===== src/rtl/gcd_pkg.sv =====
// ============================================================================
// Module   : gcd_pkg
// Purpose  : Shared defaults and FSM state encoding for the GCD feeder.
// Contents : GCD_WIDTH   - default operand/result width
//            GCD_TIMEOUT - default RUN-cycle budget before abort
//            state_t     - feeder FSM states
// Revision : 1.0 - initial release
// ============================================================================
`default_nettype none

package gcd_pkg;

  localparam int GCD_WIDTH   = 16;
  localparam int GCD_TIMEOUT = 1024;

  typedef enum logic [2:0] {
    S_IDLE   = 3'd0,
    S_LOAD_A = 3'd1,
    S_LOAD_B = 3'd2,
    S_RUN    = 3'd3,
    S_CLEAR  = 3'd4,
    S_OUT    = 3'd5
  } state_t;

endpackage

`default_nettype wire


===== src/rtl/gcd_feeder_if.sv =====
// ============================================================================
// Module   : gcd_feeder_if
// Purpose  : Upstream operand and downstream result handshake of gcd_feeder.
// Signals  : in_valid/in_ready/in_a/in_b     - operand pair stream
//            out_valid/out_ready/out_gcd/out_err - result stream
// Modports : master - environment side, slave - feeder side
// Revision : 1.0 - initial release
// ============================================================================
`default_nettype none

interface gcd_feeder_if
  import gcd_pkg::*;
#(
  parameter int WIDTH = GCD_WIDTH
);

  logic             in_valid;
  logic             in_ready;
  logic [WIDTH-1:0] in_a;
  logic [WIDTH-1:0] in_b;
  logic             out_valid;
  logic             out_ready;
  logic [WIDTH-1:0] out_gcd;
  logic             out_err;

  modport master (
    output in_valid, in_a, in_b, out_ready,
    input  in_ready, out_valid, out_gcd, out_err
  );

  modport slave (
    input  in_valid, in_a, in_b, out_ready,
    output in_ready, out_valid, out_gcd, out_err
  );

endinterface

`default_nettype wire


===== src/rtl/gcd_timeout_counter.sv =====
// ============================================================================
// Module   : gcd_timeout_counter
// Purpose  : RUN-cycle counter with terminal-count flag at TIMEOUT-1.
// Ports    : clk     - clock
//            rst_n   - synchronous active-low reset
//            i_clear - synchronous clear to zero
//            i_en    - count enable
//            o_tc    - count equals TIMEOUT-1
// Revision : 1.0 - initial release
// ============================================================================
`default_nettype none

module gcd_timeout_counter
  import gcd_pkg::*;
#(
  parameter int TIMEOUT = GCD_TIMEOUT
) (
  input  logic clk,
  input  logic rst_n,
  input  logic i_clear,
  input  logic i_en,
  output logic o_tc
);

  localparam int c_cnt_w = (TIMEOUT > 1) ? $clog2(TIMEOUT) : 1;
  localparam logic [c_cnt_w-1:0] c_tc = c_cnt_w'(TIMEOUT - 1);

  logic [c_cnt_w-1:0] r_cnt;

  // Saturates at the terminal value so the flag cannot wrap away.
  always_ff @(posedge clk) begin
    if (!rst_n || i_clear) begin
      r_cnt <= '0;
    end else if (i_en && !o_tc) begin
      r_cnt <= r_cnt + 1'b1;
    end
  end

  assign o_tc = (r_cnt == c_tc);

endmodule

`default_nettype wire


===== src/rtl/gcd_feeder.sv =====
// ============================================================================
// Module   : gcd_feeder
// Purpose  : Accepts an operand pair, feeds it serially to an external GCD
//            core, supervises it with a timeout and presents the result.
//            Zero operands bypass the core.
// Ports    : clk, rst_n     - clock, synchronous active-low reset
//            bus (slave)    - operand/result handshakes
//            core_data_in   - shared operand bus to the core
//            core_start     - start pulse (with operand a)
//            core_done      - core finished
//            core_result    - core result
//            core_rst_n     - active-low clear to the core
// Revision : 1.0 - initial release
// ============================================================================
`default_nettype none

module gcd_feeder
  import gcd_pkg::*;
#(
  parameter int WIDTH   = GCD_WIDTH,
  parameter int TIMEOUT = GCD_TIMEOUT
) (
  input  logic             clk,
  input  logic             rst_n,
  gcd_feeder_if.slave      bus,
  output logic [WIDTH-1:0] core_data_in,
  output logic             core_start,
  input  logic             core_done,
  input  logic [WIDTH-1:0] core_result,
  output logic             core_rst_n
);

  state_t           r_state;
  state_t           w_next;
  logic [WIDTH-1:0] r_a;
  logic [WIDTH-1:0] r_b;
  logic [WIDTH-1:0] r_gcd;
  logic             r_err;
  logic             w_in_ready;
  logic             w_start;
  logic [WIDTH-1:0] w_data;
  logic             w_tc;
  logic             w_a_zero;
  logic             w_b_zero;

  assign w_a_zero = (bus.in_a == '0);
  assign w_b_zero = (bus.in_b == '0);

  gcd_timeout_counter #(
    .TIMEOUT (TIMEOUT)
  ) u_tmo (
    .clk     (clk),
    .rst_n   (rst_n),
    .i_clear (r_state != S_RUN),
    .i_en    (r_state == S_RUN),
    .o_tc    (w_tc)
  );

  always_ff @(posedge clk) begin
    if (!rst_n) begin
      r_state <= S_IDLE;
    end else begin
      r_state <= w_next;
    end
  end

  always_comb begin
    w_next     = r_state;
    w_in_ready = 1'b0;
    w_start    = 1'b0;
    w_data     = '0;
    case (r_state)
      S_IDLE: begin
        w_in_ready = 1'b1;
        if (bus.in_valid) begin
          w_next = (w_a_zero || w_b_zero) ? S_OUT : S_LOAD_A;
        end
      end
      S_LOAD_A: begin
        w_start = 1'b1;
        w_data  = r_a;
        w_next  = S_LOAD_B;
      end
      S_LOAD_B: begin
        w_data = r_b;
        w_next = S_RUN;
      end
      S_RUN: begin
        if (core_done || w_tc) begin
          w_next = S_CLEAR;
        end
      end
      S_CLEAR: begin
        w_next = S_OUT;
      end
      S_OUT: begin
        if (bus.out_ready) begin
          w_next = S_IDLE;
        end
      end
      default: begin
        w_next = S_IDLE;
      end
    endcase
    // Outputs are forced quiet while reset is held, whatever the state.
    if (!rst_n) begin
      w_in_ready = 1'b0;
      w_start    = 1'b0;
      w_data     = '0;
    end
  end

  always_ff @(posedge clk) begin
    if (!rst_n) begin
      r_a   <= '0;
      r_b   <= '0;
      r_gcd <= '0;
      r_err <= 1'b0;
    end else begin
      case (r_state)
        S_IDLE: begin
          if (bus.in_valid) begin
            r_a <= bus.in_a;
            r_b <= bus.in_b;
            // gcd(x,0) = x, so the bypass result is simply a|b.
            if (w_a_zero || w_b_zero) begin
              r_gcd <= bus.in_a | bus.in_b;
              r_err <= w_a_zero && w_b_zero;
            end
          end
        end
        S_RUN: begin
          // A done arriving on the terminal cycle wins over the timeout.
          if (core_done) begin
            r_gcd <= core_result;
            r_err <= 1'b0;
          end else if (w_tc) begin
            r_gcd <= '0;
            r_err <= 1'b1;
          end
        end
        default: begin
        end
      endcase
    end
  end

  assign bus.in_ready  = w_in_ready;
  assign bus.out_valid = (r_state == S_OUT);
  assign bus.out_gcd   = r_gcd;
  assign bus.out_err   = r_err;
  assign core_start    = w_start;
  assign core_data_in  = w_data;
  assign core_rst_n    = rst_n && (r_state != S_CLEAR);

endmodule

`default_nettype wire

===== src/flat_wrapper.sv =====
// flat-port wrapper written by rule: the top's interface ports become plain ports
module gcd_feeder_flat import gcd_pkg::*;
#(
  parameter int WIDTH   = GCD_WIDTH,
  parameter int TIMEOUT = GCD_TIMEOUT
)
  (clk, rst_n, core_data_in, core_start, core_done, core_result, core_rst_n, bus_in_valid, bus_in_a, bus_in_b, bus_out_ready, bus_in_ready, bus_out_valid, bus_out_gcd, bus_out_err);
  gcd_feeder_if #(.WIDTH(WIDTH)) bus_i ();
  input  logic clk;
  input  logic rst_n;
  output logic [WIDTH-1:0] core_data_in;
  output logic core_start;
  input  logic core_done;
  input  logic [WIDTH-1:0] core_result;
  output logic core_rst_n;
  input wire logic [$bits(bus_i.in_valid)-1:0] bus_in_valid;
  input wire logic [$bits(bus_i.in_a)-1:0] bus_in_a;
  input wire logic [$bits(bus_i.in_b)-1:0] bus_in_b;
  input wire logic [$bits(bus_i.out_ready)-1:0] bus_out_ready;
  output wire logic [$bits(bus_i.in_ready)-1:0] bus_in_ready;
  output wire logic [$bits(bus_i.out_valid)-1:0] bus_out_valid;
  output wire logic [$bits(bus_i.out_gcd)-1:0] bus_out_gcd;
  output wire logic [$bits(bus_i.out_err)-1:0] bus_out_err;
  assign bus_i.in_valid = bus_in_valid;
  assign bus_i.in_a = bus_in_a;
  assign bus_i.in_b = bus_in_b;
  assign bus_i.out_ready = bus_out_ready;
  assign bus_in_ready = bus_i.in_ready;
  assign bus_out_valid = bus_i.out_valid;
  assign bus_out_gcd = bus_i.out_gcd;
  assign bus_out_err = bus_i.out_err;
  gcd_feeder #(.WIDTH(WIDTH), .TIMEOUT(TIMEOUT)) u_core (.clk(clk), .rst_n(rst_n), .bus(bus_i), .core_data_in(core_data_in), .core_start(core_start), .core_done(core_done), .core_result(core_result), .core_rst_n(core_rst_n));
endmodule

===== config.mk =====
export PLATFORM = sky130hd
export DESIGN_NAME = gcd_feeder_flat
export DESIGN_NICKNAME = d
export VERILOG_FILES = /design/src/rtl/gcd_pkg.sv /design/src/rtl/gcd_feeder_if.sv /design/src/rtl/gcd_timeout_counter.sv /design/src/rtl/gcd_feeder.sv /design/src/flat_wrapper.sv
export SDC_FILE = /design/constraint.sdc
export NUM_CORES = 1
export LEC_CHECK = 0
export BUFFER_PORTS_ARGS = -buffer_cell sky130_fd_sc_hd__buf_4
export CAP_MARGIN = 10
export CELL_PAD_IN_SITES_DETAIL_PLACEMENT = 1
export CELL_PAD_IN_SITES_GLOBAL_PLACEMENT = 2
export CORE_MARGIN = 3
export CORE_UTILIZATION = 31
export CTS_CLUSTER_SIZE = 12
export DETAILED_ROUTE_END_ITERATION = 10
export GPL_TIMING_DRIVEN = 0
export PLACE_DENSITY_LB_ADDON = 0.3
export RECOVER_POWER = 25
export SLEW_MARGIN = 20
export SYNTH_ARGS = -nofsm -noshare
export SYNTH_HDL_FRONTEND = slang
export SYNTH_SLANG_ARGS = --single-unit
export TNS_END_PERCENT = 100

===== constraint.sdc =====
create_clock -name clk -period 5.41 [get_ports clk]
set_clock_uncertainty 0.05 [all_clocks]
set_input_delay 0.541 -clock clk [delete_from_list [all_inputs] [get_ports clk]]
set_output_delay 0.541 -clock clk [all_outputs]
set_load 0.02 [all_outputs]

# == Word level (Yosys, flattened, before mapping) ==
# Index checks and enable logic that the tools add are counted.
# word_totals
regBits,62
input_bits,53
# op_classes
eq_ne,13
n_reduce_logical,15
addsub,1
bitwise,1
muxes,21
# ops
cell,count
2-to-1 mux 16 bit,5
case mux 16 bit (2 select lines),2
logical NOT 16 bit,2
case mux 3 bit (6 select lines),1
bitwise OR 16 bit,1
2-to-1 mux 3 bit,4
adder 10 x 1 -> 10 bit (second input constant),1
equality test 10 bit (second input constant),1
2-to-1 mux 1 bit,8
equality test 3 x 2 -> 1 bit (second input constant),2
equality test 3 bit (second input constant),2
!= test 3 x 2 -> 1 bit (second input constant),2
!= test 2 x 1 -> 1 bit (second input constant),2
!= test 2 bit (second input constant),2
AND reduction 4 bit,1
equality test 3 x 1 -> 1 bit (second input constant),1
logical AND 1 bit,3
logical NOT 3 bit,1
logical OR 1 bit,3
!= test 3 bit (second input constant),1
AND reduction 3 bit,1
logical NOT 1 bit,2
case mux 1 bit (2 select lines),1
AND reduction 2 bit,1
nonzero test 2 bit,1

# == Longest topological paths before layout ==
# Gate-level depths: netlist of the first run.
# logic_depth
depth_word,5
depth_mapped,8
ltp_nobuf,6

# == Hierarchy ==
# From an unflattened synthesis of the first run, not the netlist that was laid out.
# unflattened
cells_unflattened,380
area_unflattened_um2,3355.7
# by_module_without_submodules
module,instances,area_each_um2,seq_area_each_um2,cells_per_inst
gcd_feeder,1,2816.5,1041.0,322
gcd_timeout_counter,1,539.3,200.2,58

# == Least setup slack after synthesis of the first run ==
# No wires, ideal clock.
# synth_timing
path_type,in2out
startpoint,input port rst_n
endpoint,output port core_data_in[10]
required_time_ps,4819
arrival_time_ps,1794
cell_stages,5
path_slack_ps,3025
path_buffers,2
path_cell_list,buf_2 nand2_1 nor3_1 clkbuf_1 a22o_1
# synth_via
elab_chain_len,1
# synth_lines
item,line_no,text
"start, declared",flat_wrapper.sv:10,input logic rst_n;
2-to-1 mux 16 bit,gcd_feeder.sv:106,if (!rst_n) begin
"end, declared",flat_wrapper.sv:11,output logic [WIDTH-1:0] core_data_in;
# Every way passes these cells.

# == Final worst setup path of the first run ==
# layout_timing
startpoint,register u_core.r_state[0]
endpoint,output port core_data_in[11]
# layout_via
elab_chain_len,3
elab_cells_between_ends,4
classes_between,eq/ne: 2; mux: 2
# layout_lines
item,line_no,text
"start, declared",gcd_feeder.sv:33,state_t r_state;
"start signal, assigned",gcd_feeder.sv:63,r_state <= w_next;
equality test 3 x 2 -> 1 bit or equality test 3 x 1 -> 1 bit (tied branches),gcd_feeder.sv:72,case (r_state)
case mux 16 bit (2 select lines) *,gcd_feeder.sv:72,
2-to-1 mux 16 bit *,gcd_feeder.sv:106,
# Mark *: on every way between the ends. The rest lies on a longest branch, timed or not.

==> results of run 1 <==
[state kept, by name, indices dropped and copies added, names as in the netlist]
name / cells
u_core.u_tmo.r_cnt: 10
u_core.r_b: 16
u_core.r_state: 3
u_core.r_a: 16
u_core.bus.out_gcd: 16
u_core.bus.out_err: 1
[worst min-delay path: stages]
cell,delay [ns]
buf_4,0.12
nand2_1,0.05
a21oi_1,0.05
[power breakdown]
| group | switching, mW | internal [mW] |
|---|---|---|
| registers | 0.0142 | 0.483 |
| logic | 0.141 | 0.0876 |
| clock network | 0.193 | 0.175 |
| total | 0.348 | 0.746 |
[synthesized netlist by cell type (6+ instances only)]
library cell / number
buf_4: 6
clkbuf_1: 17
dfxtp_1: 62
buf_2: 6
nor2_1: 17
nand2_1: 104
a21oi_2: 12
a22o_1: 16
nor3_1: 22
nor4_1: 10
a21oi_1: 59
a41o_1: 16
[path summary, 6_finish.rpt]
check / from / to
max: u_core.r_state[0]$_SDFFE_PN0P_ / core_data_in[11]
min: bus_in_a[9] / u_core.r_a[9]$_SDFFE_PN0P_
min reg2reg: u_core.r_b[0]$_SDFFE_PN0P_ / u_core.r_b[0]$_SDFFE_PN0P_
max reg2reg: u_core.r_state[2]$_SDFFE_PN0P_ / u_core.u_tmo.r_cnt[3]$_SDFFE_PP0P_
[placed cells by master (no fill, tap or decap), drive strengths merged, types with 3 or more instances in the layout]
| master | count |
|---|---|
| a21oi | 71 |
| a22o | 16 |
| a41o | 16 |
| buf | 81 |
| clkbuf | 49 |
| clkinv | 6 |
| dfxtp | 62 |
| nand2 | 104 |
| nand2b | 3 |
| nand4 | 6 |
| nor2 | 17 |
| nor3 | 23 |
| nor4 | 11 |
| xnor2 | 5 |
[through the flow]
| stage | instance area [um^2] | utilization (%) | setup slack, ns | hold slack (ns) | cells |
|---|---|---|---|---|---|
| global route | 3989 | 42.17 | 2.004 | 0.4010 | 623 |
| CTS | 4060 | 42.92 | 2.129 | 0.4008 | 623 |
| finish | 3989 | 42.17 | 2.164 | 0.4066 | 623 |
| floorplan | 3079 | - | 3.025 | 0.3860 | 391 |
| global placement | 3894 | 41.16 | 2.268 | 0.3919 | 607 |
| detailed placement | 3894 | 41.16 | 2.263 | 0.4009 | 607 |
[kinds of logic after synthesis]
logic type	after synthesis	share of synthesized area (%)
AND/OR/NAND/NOR	176	26.33
adder cells (fa/ha/maj)	1	0.4063
buffers and inverters	35	6.136
XOR/XNOR	6	1.707
AO/OA/AOI/OAI	111	25.11
flip-flops	62	40.31
[final cells by class]
| cell class | instances | area, um^2 |
|---|---|---|
| Multi-Input combinational cell | 294 | 1645 |
| Timing Repair Buffer | 87 | 589.3 |
| Clock inverter | 5 | 25.02 |
| Sequential cell | 62 | 1241 |
| Tap cell | 129 | 161.4 |
| Buffer | 32 | 173.9 |
| Inverter | 3 | 11.26 |
| Fill cell | 1230 | 5470 |
| Clock buffer | 11 | 141.4 |
[layer usage]
| metal | track usage, % | vias up | share of wire, % |
|---|---|---|---|
| met2 | 32.33 | 81 | 47 |
| met4 | 5.643 | 0 | 1.3 |
| met1 | 26.45 | 1496 | 47 |
| li1 | - | 1584 | - |
| met5 | 0 | - | 0 |
| met3 | 5.144 | 13 | 4.7 |
==> metrics, run 1 <==
vias per cell=5.095; cell depth of the worst hold path=3; Setup CP Type=flop to output port; CTS tree=yes; CP delay by family, top=buffers and inverters; peak supply drop=0.1073 mV; PostCTS Resize Cnt=0; diodes inserted=0; post-synth top area cell=dfxtp_1; Tmin final=3.246 ns; RSZ-0062 raised after global routing=no; Fin. Hold Viols=0; Synth Warn #=0; DRT antenna net count=0; Starting Density=32.55%; CTS Buf Count=9; insertion delay to the later sink of the worst-skew pair=0.35 ns; Post-Syn Area=3079 um^2; CP endpoint kind=output port; DR pass1 iterations=4; Final Setup Violations=0; pin count of the biggest net entering global routing=11; Yosys top cell area share=40.31%; via count=3,174; initial antenna violation count=0; Worst slew margin=33.79%; Worst-path clk slew=0.08 ns; R2R setup slack=3.07 ns; Max-cap violations=0; Syn-to-layout area delta=29.54%; Worst-Margin Slew=0.9855 ns; Final Power=1.094 mW; Post-CTS Hold Fix Bufs=0; port bufs=87; GR Overflow Total=0; cell count after synthesis=391; Post-CTS Setup Bufs=0; Crit path depth=5; Ports=90; Cell Pwr Density=274.3 nW/um^2; crit start category=flop; clk sinks=62; first-pass GRT wire length=17.75 mm; layout cells sized above 1=23.08%; die width=105.7 um; Period Utilization, post-route=60.01%; DP Wirelength=8.403 mm; CP max FO=10; Synth area leaders=dfxtp_1, nand2_1, a21oi_1; Clock Path Buffers=2; register area share after synthesis=40.31%; Yosys reg bits=62; final setup TNS=0 ns; cell count of the worst reg-to-reg path=6; CP max stage delay=0.84 ns; Buffers & Inverters on Critical Path=3; die area=11,170 um^2; htree depth=3; Data arrival, critical path=2.66 ns; final WL=10.96 mm; Die H=105.7 um; max-slew violations=0; CP cell instances=clkbuf_1 -> nor3_1 -> clkbuf_1 -> a22o_1 -> buf_4; post-synth cell types=40; CORE AREA=9459 um^2; Initial DRC Count=70; Residual DRC=0; highest clock rate=308.0 MHz; hold crit path type=input port to flop; Crit-path slowest cell=nor3_1; RePlAce Congestion=0.7907; syn_nets=445; Post-synth EDFFs=0; Layout Nets=543; Core Rows=35; status=completed; number of global-route vias before repair=3,415; Main synth FF type=dfxtp_1; most used cell, CP=clkbuf_1; Avg Inst Size Synth=7.875 um^2; total track usage=20.04%; worst path required time=4.82 ns; routed len/inst=17.59 um; Leakage=1.675 nW; ys async rst share=0%; CTS Root Cell=clkbuf_8
Note: power is estimated with default switching activity, not from simulation.
==> run 2, diff against run 1 <==
Settings changed: CORE_UTILIZATION 31 to 26.
Clock period 5.41 ns to 2.6 ns, I/O delays scaled along.
==> run 2 against run 1 <==
Net effect:
- hold slack got worse by 0.26 ns
- first-iteration DRC count increased by 47%
- cell area increased by 4.8%
- count of clock-buffer cells in the layout decreased by 2
- largest cell class unchanged
- largest power group is now clock
==> metrics, run 2 (same netlist as run 1, synthesis figures left out) <==
highest clock rate=419.9 MHz; Ports=90 (unchanged); Clock Path Buffers=2 (unchanged); first-pass GRT wire length=17.58 mm (was 17.75 mm); CTS Root Cell=clkbuf_16 (was clkbuf_8); filler cell count=1,419 (was 1,230); vias per cell=4.940 (was 5.095); dpl cells=621 (was 607); Tmin final=2.382 ns; DRT antenna net count=0 (unchanged); DR pass1 iterations=4 (unchanged); Final Non-Filler Cells=637 (was 623); Syn-to-layout area delta=35.76% (was 29.54%); layout cells sized above 1=23.89% (was 23.08%); Layout Nets=543 (unchanged); Worst slew margin=64.62% (was 33.79%); Sw Ratio=28.26% (was 31.83%); WHS=0.1507 ns (was 0.4066 ns); Clk pwr share=46.5% (was 33.6%); insertion delay to the later sink of the worst-skew pair=0.33 ns (was 0.35 ns); Buffers & Inverters on Critical Path=3 (unchanged); RePlAce Congestion=0.7864 (was 0.7907); Data arrival, critical path=2.07 ns (was 2.66 ns); die width=114.8 um (was 105.7 um); diodes inserted=0 (unchanged); CORE AREA=11,520 um^2 (was 9459 um^2); Post-CTS Setup Bufs=0 (unchanged); RSZ-0062 raised after global routing=no (unchanged); CP endpoint kind=output port (unchanged); most frequent cells in the layout=nand2_1, buf_4, dfxtp_1 (unchanged); Fin. Hold Viols=0 (unchanged); via count=3,147 (was 3,174); Max-cap violations=0 (unchanged); Net Switching=0.8000 mW (was 0.3482 mW); Reg power frac=36.6% (was 45.5%); fin area=4180 um^2 (was 3989 um^2); CP max stage delay=0.45 ns (was 0.84 ns); peak supply drop=0.2746 mV (was 0.1073 mV); final WL=11.42 mm (was 10.96 mm); Logic pwr share=16.9% (was 20.9%); total track usage=17.37% (was 20.04%); hold crit path type=input port to flop (unchanged); Worst-path clk slew=0.06 ns (was 0.08 ns); Period Utilization, post-route=91.60%; Initial DRC Count=103 (was 70); GR Overflow Total=0 (unchanged); Residual DRC=0 (unchanged); port bufs=87 (unchanged); pin count of the biggest net entering global routing=13 (was 11); Die H=114.8 um (was 105.7 um); Core Rows=39 (was 35); Cell Pwr Density=677.3 nW/um^2 (was 274.3 nW/um^2); CP delay by family, top=buffers and inverters (unchanged); CP cell instances=clkbuf_2 -> nor3_4 -> clkbuf_1 -> a22o_1 -> buf_4 (was clkbuf_1 -> nor3_1 -> clkbuf_1 -> a22o_1 -> buf_4); Starting Density=26.74% (was 32.55%); commonest non-fill, non-tap cell in the layout=nand2_1 (unchanged); initial antenna violation count=0 (unchanged); DP Area=3911 um^2 (was 3894 um^2); Final Setup Violations=0 (unchanged); final setup TNS=0 ns (unchanged); Core Util, Final=36.30% (was 42.17%); clk sinks=62 (unchanged); Worst-Margin Slew=0.5308 ns (was 0.9855 ns); CTS tree=yes (unchanged); max-slew violations=0 (unchanged); htree depth=3 (unchanged); worst path required time=2.29 ns (was 4.82 ns); CP max FO=10 (unchanged); Leakage=1.744 nW (was 1.675 nW); routed len/inst=17.92 um (was 17.59 um); Crit-path slowest cell=clkbuf_1 (was nor3_1); Setup CP Type=flop to output port (unchanged); DP Wirelength=8.736 mm (was 8.403 mm); crit start category=flop (unchanged); CTS Buf Count=9 (unchanged); status=completed (unchanged); die area=13,180 um^2 (was 11,170 um^2); number of global-route vias before repair=3,262 (was 3,415); Int Power=2.031 mW (was 0.7458 mW)
-- run 2: worst min-delay path: cells and delay by family --
family | cells | cell delay [ns]
compound gates | 1 | 0.05
buf+inv | 1 | 0.12
simple gates | 1 | 0.05
-- run 2: final timing paths --
kind,cells after the start,slack (ns),startpoint,to
max reg2reg,7,0.41,u_core.u_tmo.r_cnt[0]$_SDFFE_PP0P_,u_core.bus.out_gcd[2]$_SDFFE_PN0P_
min,3,0.15,bus_in_a[15],u_core.r_a[15]$_SDFFE_PN0P_
min reg2reg,2,0.40,u_core.r_a[1]$_SDFFE_PN0P_,u_core.r_a[1]$_SDFFE_PN0P_
max,5,0.22,u_core.r_state[0]$_SDFFE_PN0P_,core_data_in[7]
-- run 2: layout make-up --
cell class	instances	area, um^2	share of cell area (%)
multi-input combinational	294	1663	39.78
buffer	32	177.7	4.250
inverter	3	11.26	0.2694
sequential	62	1241	29.69
clock inverter	7	97.59	2.335
timing repair buffer	87	585.6	14.01
tap	143	178.9	4.280
clock buffer	9	225.2	5.388
-- run 2: what timing repair did --
action                                  4_1_cts  5_1_grt
endpoints found under the setup margin       10        0
resized for setup                             4        0
hold buffers                                  0        0
hold endpoints to repair                      0        0
-- run 2: power groups by stage --
stage / Combinational [mW] / Sequential [mW] / Clock [mW]
2_1_floorplan: 0.281 / 1.05 / 0
3_3_place_gp: 0.478 / 1.05 / 0
3_5_place_dp: 0.483 / 1.06 / 0
4_1_cts: 0.491 / 1.04 / 1.34
5_1_grt: 0.526 / 1.04 / 1.39
6_report: 0.478 / 1.04 / 1.32
-- run 2: layer usage --
metal  GRT usage [%]  vias up  routed length [um]
met5               0        -                   0
met4           5.790        0                 169
met3           3.105       15                 419
met2           29.14       53                5505
met1           22.59     1492                5323
li1                -     1587                   -
-- run 2: metrics by stage --
| step | worst slack, ns | power [mW] |
|---|---|---|
| 2_1_floorplan | 0.6899 | 1.334 |
| 5_1_grt | 0.04149 | 2.956 |
| 4_1_cts | 0.1725 | 2.873 |
| 6_report | 0.2184 | 2.831 |
| 3_3_place_gp | 0.1248 | 1.532 |
| 3_5_place_dp | 0.02003 | 1.541 |
==> run 3, diff against run 2 <==
Settings changed: ABC_AREA set to 1, CORE_UTILIZATION 26 to 24.
==> run 3 against run 2 <==
Net effect:
- first-iteration DRC count grew 120%
- global-route usage about the same
- via count rose by 8.9%
- sequential power about the same
- sequential share of layout area is 0.18 points higher
- largest power group unchanged
==> metrics, run 3 <==
port bufs=88 (was 87); Final Setup Violations=0 (unchanged); main combinational cell family by area after synthesis=compound AO/OA/AOI/OAI gates (was simple AND/OR/NAND/NOR gates); hold crit path type=input port to flop (unchanged); Setup CP Type=flop to output port (unchanged); Synth Area in Compound Gates=24.05% (was 25.11%); Critical path origin=u_core.r_state[0]$_SDFFE_PN0P_ (unchanged); Tmin final=2.346 ns (was 2.382 ns); vias per cell=4.668 (was 4.940); most numerous cell in the Yosys netlist=nand2_1 (unchanged); Layout Nets=615 (was 543); ys async rst share=0% (unchanged); mux contribution to synthesized area=0% (unchanged); max-slew violations=0 (unchanged); syn_nets=516 (was 445); Worst slew margin=63.09% (was 64.62%); CP max FO=10 (unchanged); Worst-Margin Slew=0.5536 ns (was 0.5308 ns); Post-Syn Area=3080 um^2 (was 3079 um^2); r2r startpoint=u_core.u_tmo.r_cnt[0]$_SDFFE_PP0P_ (unchanged); CP cell instances=inv_2 -> nor2_2 -> nand2_1 -> nor2_1 -> inv_1 -> clkbuf_2 -> o32ai_1 -> buf_4 (was clkbuf_2 -> nor3_4 -> clkbuf_1 -> a22o_1 -> buf_4); Core Rows=40 (was 39); Post-CTS Setup Bufs=0 (unchanged); Period Utilization, post-route=90.21% (was 91.60%); Synth Area in XOR/XNOR=0.8530% (was 1.707%); CP max stage delay=0.38 ns (was 0.45 ns); Residual DRC=0 (unchanged); CTS Root Cell=clkbuf_16 (unchanged); Data arrival, critical path=2.04 ns (was 2.07 ns); first-pass GRT wire length=19.47 mm (was 17.58 mm); die width=119.3 um (was 114.8 um); initial antenna violation count=0 (unchanged); number of global-route vias before repair=3,661 (was 3,262); CP delay by family, top=buffers and inverters (unchanged); most frequent cells in the layout=nand2_1, nor2_1, buf_4 (was nand2_1, buf_4, dfxtp_1); Crit-path slowest cell=dfxtp_1 (was clkbuf_1); pin count of the biggest net entering global routing=11 (was 13); Post-Synth Simple-Gate Area=23.40% (was 26.33%); Post-synth EDFFs=0 (unchanged); commonest non-fill, non-tap cell in the layout=nand2_1 (unchanged); Buffers & Inverters on Critical Path=4 (was 3); diodes inserted=0 (unchanged); Yosys top cell area share=40.29% (was 40.31%); Initial DRC Count=225 (was 103); CORE AREA=12,260 um^2 (was 11,520 um^2); crit start category=flop (unchanged); Worst-path clk slew=0.06 ns (about the same); CTS tree=yes (unchanged); synth cell count leaders=nand2_1, nor2_1, dfxtp_1 (was nand2_1, dfxtp_1, a21oi_1); RePlAce Congestion=0.8117 (was 0.7864); Worst Hold Launch=bus_in_b[3] (was bus_in_a[15]); clk sinks=62 (unchanged); routed len/inst=16.25 um (was 17.92 um); worst path required time=2.29 ns (about the same); CTS Buf Count=9 (unchanged); register area share after synthesis=40.29% (was 40.31%); Main synth FF type=dfxtp_1 (unchanged); die area=14,230 um^2 (was 13,180 um^2); htree depth=3 (unchanged); via count=3,426 (was 3,147); Cell Pwr Density=674.5 nW/um^2 (was 677.3 nW/um^2); post-synth cell types=27 (was 40); final setup TNS=0 ns (unchanged); post-synth top area cell=dfxtp_1 (unchanged); status=completed (unchanged); Post-Synth Adder-Cell Area=0.4062% (was 0.4063%); peak supply drop=0.2108 mV (was 0.2746 mV); RSZ-0062 raised after global routing=no (unchanged); Max-cap violations=0 (unchanged); insertion delay to the later sink of the worst-skew pair=0.33 ns (about the same); Fin. Hold Viols=0 (unchanged); cell depth of the worst hold path=3 (unchanged); final WL=11.93 mm (was 11.42 mm); CP endpoint kind=output port (unchanged); Clock Path Buffers=2 (unchanged); highest clock rate=426.3 MHz (was 419.9 MHz); DRT antenna net count=0 (unchanged); filler cell count=1,596 (was 1,419); WHS=0.1841 ns (was 0.1507 ns); layout cells sized above 1=17.67% (was 23.89%); DR pass1 iterations=4 (unchanged); cell count after synthesis=462 (was 391); Die H=119.3 um (was 114.8 um); Ports=90 (unchanged); DP Wirelength=9.251 mm (was 8.736 mm); Crit path depth=8 (was 5); Syn-to-layout area delta=34.89% (was 35.76%); cell count of the worst reg-to-reg path=9 (was 7); Core Util, Final=33.89% (was 36.30%); Avg Inst Size Synth=6.668 um^2 (was 7.875 um^2); Synth Warn #=0 (unchanged); total track usage=17.37% (about the same); Synth area leaders=dfxtp_1, nand2_1, nor2_1 (was dfxtp_1, nand2_1, a21oi_1); Starting Density=25.12% (was 26.74%); GR Overflow Total=0 (unchanged); Yosys reg bits=62 (unchanged); Leakage=1.708 nW (was 1.744 nW)
-- run 3: what timing repair did --
item | 4_1_cts | 5_1_grt
setup endpoints to repair | 0 | 10
gates resized for setup | 0 | 5
endpoints found under the hold margin | 0 | 0
hold buffers | 0 | 0
-- run 3: final cells by class --
| class | instances | area (um^2) | area share [%] |
|---|---|---|---|
| tap | 168 | 210.2 | 5.059 |
| inverter | 61 | 229.0 | 5.510 |
| sequential | 62 | 1241 | 29.87 |
| clock inverter | 5 | 50.05 | 1.204 |
| buffer | 24 | 112.6 | 2.710 |
| timing repair buffer | 88 | 581.8 | 14.00 |
| multi-input combinational | 315 | 1498 | 36.04 |
| clock buffer | 11 | 232.7 | 5.601 |
-- run 3: through the flow --
stage / power, mW / setup slack, ns / cell area [um^2] / std cells
after global routing: 2.953 / 0.08768 / 4155 / 734
after floorplan: 1.406 / 0.6547 / 3080 / 462
final: 2.803 / 0.2544 / 4155 / 734
after global placement: 1.645 / 0.4333 / 3951 / 718
after detailed placement: 1.660 / 0.4056 / 3951 / 718
after CTS: 2.851 / 0.02202 / 4234 / 734
-- run 3: metal layers --
| metal | share of wire (%) | GRT usage [%] | routed length, um | vias up |
|---|---|---|---|---|
| met2 | 45 | 26.85 | 5319 | 80 |
| met1 | 50 | 24.01 | 5908 | 1623 |
| met5 | 0 | 0 | 0 | - |
| met3 | 4.3 | 3.371 | 512 | 13 |
| li1 | - | - | - | 1710 |
| met4 | 1.6 | 6.299 | 189 | 0 |
-- run 3: worst register-to-register path: stages (launching register included) --
cell,delay [ns]
dfxtp_1,0.40
ha_1,0.23
nand2_1,0.08
nor2_1,0.23
nand2_2,0.19
a21oi_4,0.25
nand2_2,0.09
buf_2,0.19
nor2_1,0.13
nor2_1,0.06
-- run 3: worst paths after layout --
| check | end | slack, ns |
|---|---|---|
| worst min register to register | u_core.r_a[5]$_SDFFE_PN0P_ | 0.40 |
| worst max register to register | u_core.bus.out_gcd[7]$_SDFFE_PN0P_ | 0.62 |
| worst max-delay path | core_data_in[5] | 0.25 |
| worst min-delay path | u_core.r_b[3]$_SDFFE_PN0P_ | 0.18 |
-- run 3: kinds of logic after synthesis --
logic type / count (synthesis)
buffers and inverters: 85
XOR/XNOR: 3
adder cells (fa/ha/maj): 1
AND/OR/NAND/NOR: 180
flip-flops: 62
AO/OA/AOI/OAI: 131
-- run 3: where the power goes --
part / internal (mW) / switching [mW] / leakage, nW
clock network: 0.736 / 0.447 / 0.143
registers: 1.04 / 0.0299 / 0.508
logic: 0.187 / 0.367 / 1.06
